$ cat src/rtl/wb_regfile.sv
// rtl/wb_regfile.sv - write-back stage register file with bypassed reads, debug port and write statistics
module wb_regfile (
    input  logic        clk_i,
    input  logic        rst_i,
    input  logic        MemtoReg_i,
    input  logic        RegWrite_i,
    input  logic [31:0] Memdata_i,
    input  logic [31:0] ALUresult_i,
    input  logic [4:0]  RDaddr_i,
    input  logic [4:0]  RSaddr_i,
    input  logic [4:0]  RTaddr_i,
    input  logic [4:0]  DBGaddr_i,
    output logic [31:0] RSdata_o,
    output logic [31:0] RTdata_o,
    output logic [31:0] WBdata_o,
    output logic [31:0] DBGdata_o,
    output logic [31:0] wr_cnt_o,
    output logic [31:0] written_o
);

    logic [31:0] regs_q [32];
    logic [31:0] dbg_q;
    logic [31:0] wr_cnt_q;
    logic [31:0] written_q;
    logic        commit;

    assign WBdata_o = MemtoReg_i ? Memdata_i : ALUresult_i;

    // Reset and the r0 target both veto a write, which also disables bypass.
    assign commit = RegWrite_i && (RDaddr_i != 5'd0) && !rst_i;

    always_ff @(posedge clk_i) begin
        if (rst_i) begin
            for (int i = 0; i < 32; i++) begin
                regs_q[i] <= 32'd0;
            end
        end else if (commit) begin
            regs_q[RDaddr_i] <= WBdata_o;
        end
    end

    // Debug read samples pre-edge storage, so a same-cycle write shows up one cycle later.
    always_ff @(posedge clk_i) begin
        if (rst_i) begin
            dbg_q <= 32'd0;
        end else if (DBGaddr_i == 5'd0) begin
            dbg_q <= 32'd0;
        end else begin
            dbg_q <= regs_q[DBGaddr_i];
        end
    end

    always_ff @(posedge clk_i) begin
        if (rst_i) begin
            wr_cnt_q  <= 32'd0;
            written_q <= 32'd0;
        end else if (commit) begin
            if (wr_cnt_q != 32'hFFFF_FFFF) begin
                wr_cnt_q <= wr_cnt_q + 32'd1;
            end
            written_q[RDaddr_i] <= 1'b1;
        end
    end

    // During reset the register array is about to clear, so reads already present zero.
    always_comb begin
        RSdata_o = 32'd0;
        if (!rst_i && (RSaddr_i != 5'd0)) begin
            if (commit && (RDaddr_i == RSaddr_i)) begin
                RSdata_o = WBdata_o;
            end else begin
                RSdata_o = regs_q[RSaddr_i];
            end
        end
    end

    always_comb begin
        RTdata_o = 32'd0;
        if (!rst_i && (RTaddr_i != 5'd0)) begin
            if (commit && (RDaddr_i == RTaddr_i)) begin
                RTdata_o = WBdata_o;
            end else begin
                RTdata_o = regs_q[RTaddr_i];
            end
        end
    end

    assign DBGdata_o = dbg_q;
    assign wr_cnt_o  = wr_cnt_q;
    assign written_o = written_q;

endmodule
$ cat config.mk
export PLATFORM = sky130hd
export DESIGN_NAME = wb_regfile
export DESIGN_NICKNAME = d
export VERILOG_FILES = /design/src/rtl/wb_regfile.sv
export SDC_FILE = /design/constraint.sdc
export NUM_CORES = 2
export LEC_CHECK = 0
export ABC_CLOCK_PERIOD_IN_PS = 3700
export CAP_MARGIN = 20
export CORE_MARGIN = 2
export CORE_UTILIZATION = 45
export CTS_CLUSTER_SIZE = 16
export DETAILED_ROUTE_END_ITERATION = 7
export GPL_TIMING_DRIVEN = 0
export SLEW_MARGIN = 25
export SYNTH_ARGS = -nofsm -noshare
export SYNTH_HDL_FRONTEND = slang
export SYNTH_SLANG_ARGS = --single-unit
$ cat constraint.sdc
create_clock -name clk_i -period 3.7 [get_ports clk_i]
set_input_delay 0.74 -clock clk_i [delete_from_list [all_inputs] [get_ports clk_i]]
set_output_delay 0.74 -clock clk_i [all_outputs]
set_load 0.02 [all_outputs]
* Word-level counts from Yosys, hierarchy flattened
Memory sizes are Yosys's and may differ from the RTL's. A register that Yosys moved wholly into a read port is not among the register bits.
Index checks and enable logic that the tools add are counted.
** Operators by class
- Equal/unequal tests :: 3
- Add/sub/neg operators :: 1
- Reductions and logical operators :: 15
- Bitwise operators :: 1
- $lt $le $gt $ge :: 2
- Multiplexer cells :: 15
** Operators by type and width (count)
- 32-bit two-way mux :: 6
- 32-bit by 1-bit adder with 32-bit output (second input constant) :: 1
- 32-bit inequality test (second input constant) :: 1
- 32-bit bitwise OR :: 1
- 32-bit OR reduction :: 1
- 5-bit nonzero test :: 3
- 5-bit equality test :: 2
- 1-bit logical AND :: 7
- 1-bit two-way mux :: 7
- 5-bit by 6-bit < comparator with 1-bit output (second input constant) :: 1
- 1-bit demux with 5-bit select :: 1
- 5-bit by 1-bit greater-or-equal comparator with 1-bit output (second input constant) :: 1
- 5-bit logical NOT :: 1
- 5-bit two-way mux :: 1
- 2-bit AND reduction :: 1
- 2-bit OR reduction :: 1
- 1-bit logical NOT :: 1
** Storage, ports and cells
- Flip-flop bits (word level) :: 64
- Memories :: 1
- Input port bits :: 88
- Output and inout port bits :: 192
- RAM bits :: 1024
** Memory list
- regs_q :: words 32, bits a word 32, rd ports 3, clocked after Yosys merged registers in 1, write ports 32, line 21 : logic [31:0] regs_q [32];

* Longest topological paths before layout
- Depth in word-level cells :: 8
- Gate-level depth with buffers :: 9

* Least setup slack after synthesis
Ideal clock, no wire load.
- Path kind :: input to output
- From :: input port RSaddr_i[0]
- To :: output port RSdata_o[30]
- Arrival time :: 2.570 ns
- Setup slack :: 0.390 ns
- Data required time :: 2.960 ns
- Path buffers :: 3
- Stages :: 7
- Cells stage by stage :: buf_2 > clkbuf_1 > buf_2 > mux4_2 > a22oi_1 > nand2_1 > a221o_1
** On the way
- Longest elaborated chain between the ends :: 4
- Elaborated cells on any way between the ends :: 7
- Those cells by class :: eq/ne (1); mux (2); reduce/logical (3); memory (1)
** Ends and longest elaborated chain
- from (decl) :: line 10 : input logic [4:0] RSaddr_i,
- parallel branches: the longest is 3 deep, another holds memory read 32 x 32 bit
- 32-bit two-way mux * :: line 68 : if (!rst_i && (RSaddr_i != 5'd0)) begin
- to (decl) :: line 13 : output logic [31:0] RSdata_o,
Every way passes the cells marked *.

==> impl_results.md <==
- PnR worst setup slack: -246 ps
- RSZ-0062 raised after global routing: true
- Placed inst area: between 0.07 and 0.08 sq mm
- Violated checks: DRC, setup timing
- First-pass GRT wire length: ~430 mm
- RePlAce Congestion: between 1 and 1.5
- Mapped Avg Cell Area: 12.9 sq um
- Total core area: approximately 0.14 sq mm
- Worst vdd ir: around 0.4 mV
- Io pins: 280
- GRT Overall Usage: 44.2%
- Clk pin slew, worst setup/hold paths: ~60 ps
- Die Span X: roughly 380 um
- Worst hold margin: roughly 450 ps
- Fmax: roughly 0.25 GHz
- WP data required: 4220 ps
- Clk sinks: roughly 1100
- Yosys cell types: 67
- Clock share of power: 38.3%
- Reg2reg setup slack: ~1400 ps
- Largest net degree at the start of global routing: 33
- Syn Inst Count: around 5000
- Crit path to: regs_q[15][15]
- Fin. Hold Viols: 0
- DR vias/cell: approximately 7.4
- Worst Tran Pin Value: between 1000 and 1500 ps
- Die Y-Extent: about 380 um
- Reg2Reg Depth: 7
- Vias in the first global route: around 53000
- Drt wl/cell: approximately 44 um
- Critical path type: in2reg
- Port buffer count: 270
- Finished Cell Area: 0.0780 sq mm
- Crit-path max cell delay: 1000 ps
- Net Switching: 10.4 mW
- Final WL: around 330 mm
- Syn-to-layout area delta: 21.4%
- Crit. End Element: register
- Hold Path Class: reg2reg
- Status: complete, but fails checks
- EDFF count, synth: 1024
- Vias: about 55000
- Layout Nets: 5571
- Top post-synthesis cells by area: edfxtp_1, mux4_2, mux2i_1, nor2_1, dfxtp_1
- Switch share: about 30%
- CTS tree: yes
- Seq cells post-synth: roughly 1100
- Routed Antenna Nets: 0
- Clk root buf: clkbuf_16
- Leak pwr: approximately 28 nW
- Std-Cell Rows: between 100 and 150
- Comb power frac: a little under a fifth
- Part of the power in registers: 43.0%
- Layout cells sized above 1: around 25%
- Crit path from: RegWrite_i
- Max Slew Vio Count: 0
- P per Cell Area: roughly 450 mW/mm^2
- Final HPWL DP: approximately 230 mm
- Crit start category: primary input
- Final setup skew: between 20 and 25 ps
- Worst-path fanout max: 17
- Relative slew margins: 13.6%
- Antenna violations before repair: 18
- Cell Area, Synth: between 0.06 and 0.07 sq mm
- Most used cell along the critical path: clkbuf_1
- TritonCTS buffer count: about 130
- Post-route clock period utilization: 107%
- Die footprint: about 0.15 sq mm
- Endpoints failing setup: roughly 220
- Commonest cells post-synth: edfxtp_1, nor2_1, mux2i_1, mux4_2, clkbuf_1
- Crit path cell chain: clkdlybuf4s15_2 > nor2b_2 > and3_1 > clkbuf_1 > nand2_1 > clkbuf_1 > nand2_4 > buf_12
- Iteration-0 DRC Markers: approximately 11000
- Worst-skew pair later-pin latency: around 820 ps
- Seq/Total Area, Yosys: between 50% and 60%
- Drt first pass iters: 8
- Tmin final: between 3000 and 4000 ps
- YS warnings: 0
- CP max stage cell: clkbuf_1
- Cell-internal power: 24.5 mW
- Reg-to-reg startpoint: wr_cnt_o[9]
- Share of the synthesized area in the top cell type: 47.8%
- CTS H-tree lvls: 4
- Max Cap Viol: 0
- Clock Tree Buf Depth: 3
- Area leader, netlist: edfxtp_1
- Initial Utilization: a little under half
- Ys async rst share: 0%
- Count leader, synth: edfxtp_1
- Residual DRC: 6
- RR Endpoint: wr_cnt_o[19]
- Global route overflow: 0
- Pre-CTS setup slack: -2260 ps
- WP data arrival: 4460 ps
- Predominant post-synthesis flop cell: edfxtp_1
[layout by cell type (no fill, tap or decap), types with 30 or more instances in the layout]
cell type | Yosys | final
a221oi_2 | 0 | 66
o31ai_1 | 42 | 41
clkbuf_16 | 0 | 154
a21oi_2 | 10 | 32
conb_1 | 1 | 32
clkbuf_2 | 0 | 71
buf_6 | 3 | 52
mux2i_1 | 545 | 527
clkbuf_8 | 0 | 39
nand2_4 | 0 | 30
o21bai_1 | 64 | 64
a221o_1 | 64 | 64
buf_12 | 0 | 49
a21oi_1 | 165 | 140
clkbuf_4 | 0 | 46
a221oi_1 | 128 | 32
nand2_1 | 146 | 113
or3_1 | 37 | 36
nor2_1 | 1017 | 1011
dfxtp_1 | 96 | 96
inv_1 | 67 | 65
o221ai_1 | 128 | 128
mux4_2 | 512 | 512
buf_2 | 124 | 85
clkdlybuf4s50_1 | 0 | 196
a221oi_4 | 0 | 30
clkbuf_1 | 378 | 255
o22ai_1 | 64 | 64
edfxtp_1 | 1024 | 1024
buf_4 | 11 | 52
a22oi_1 | 192 | 168
[stage by stage]
stage / power, mW / setup TNS (ps) / utilization, % / cells
floorplan: 18.4 / 0 / - / 5011
global placement: 20.9 / -3228210 / 49.1 / 7171
detailed placement: 21.0 / -1209250 / 49.8 / 7202
CTS: 34.3 / -83.2 / 54.8 / 7472
global route: 35.2 / -149 / 55.1 / 7481
finish: 34.9 / -19750 / 55.1 / 7492
[worst max-delay path, delay by kind of cell]
kind	cells	cell delay (ps)
buffers and inverters	4	1880
and+or+nand+nor	4	1730
[area by class of cell]
| type | count | area [sq um] |
|---|---|---|
| Antenna cell | 11 | 27.5 |
| Buffer | 540 | 3910 |
| Clock buffer | 191 | 3860 |
| Clock inverter | 53 | 440 |
| Fill cell | 11913 | 63600 |
| Inverter | 68 | 263 |
| Multi-Input combinational cell | 3280 | 30900 |
| Sequential cell | 1120 | 32700 |
| Tap cell | 1890 | 2360 |
| Timing Repair Buffer | 339 | 3610 |
[flip-flops by register name, summed over array words and instances, names as in the netlist]
| register | cells |
|---|---|
| wr_cnt_o | 32 |
| DBGdata_o | 32 |
| written_o | 32 |
| regs_q | 1024 |
[worst min-delay path by stage]
| stage | from | endpoint | slack (ps) | depth (start not counted) |
|---|---|---|---|---|
| global route | written_o[6] | written_o[6] | 470 | 2 |
| global placement | written_o[3] | written_o[3] | 440 | 2 |
| detailed placement | written_o[28] | written_o[28] | 440 | 2 |
| finish | written_o[1] | written_o[1] | 450 | 2 |
| CTS | written_o[1] | written_o[1] | 450 | 2 |
| floorplan | written_o[10] | written_o[10] | 520 | 2 |
[power by group through the flow]
| stage | registers (mW) | clock network, mW | logic, mW |
|---|---|---|---|
| finish | 15.0 | 13.4 | 6.56 |
| detailed placement | 15.2 | 0 | 5.79 |
| floorplan | 15.1 | 0 | 3.23 |
| global placement | 15.2 | 0 | 5.66 |
| global route | 15.1 | 13.6 | 6.54 |
| CTS | 15.0 | 13.2 | 6.16 |
[metal layers]
layer	wire length [um]	GRT usage [%]	share of wire [%]
met4	26100	29.4	7.9
met1	109000	53.6	33
met2	136000	62.1	41
met3	57000	21.5	17
met5	201	0	0.061
[timing repair]
item,4_1_cts,5_1_grt
cloned,1,2
buffers inserted,26,9
setup endpoints to repair,550,215
pin swaps,26,19
gates resized for setup,879,108
hold buffers,0,0
[cell families (layout without fill, tap and decap cells)]
kind of cell,count (synthesis),count (layout),share of synthesized area (%)
AND/OR/NAND/NOR,1281,1281,8.06
flip-flops,1120,1120,50.8
multiplexers,1057,1057,26.4
AO/OA/AOI/OAI,889,889,10.5
buffers and inverters,611,1191,3.91
XOR/XNOR,20,20,0.273
adder cells (fa/ha/maj),1,1,0.0195
other,1,43,0.00583
Power figures use the tool's default switching activity.
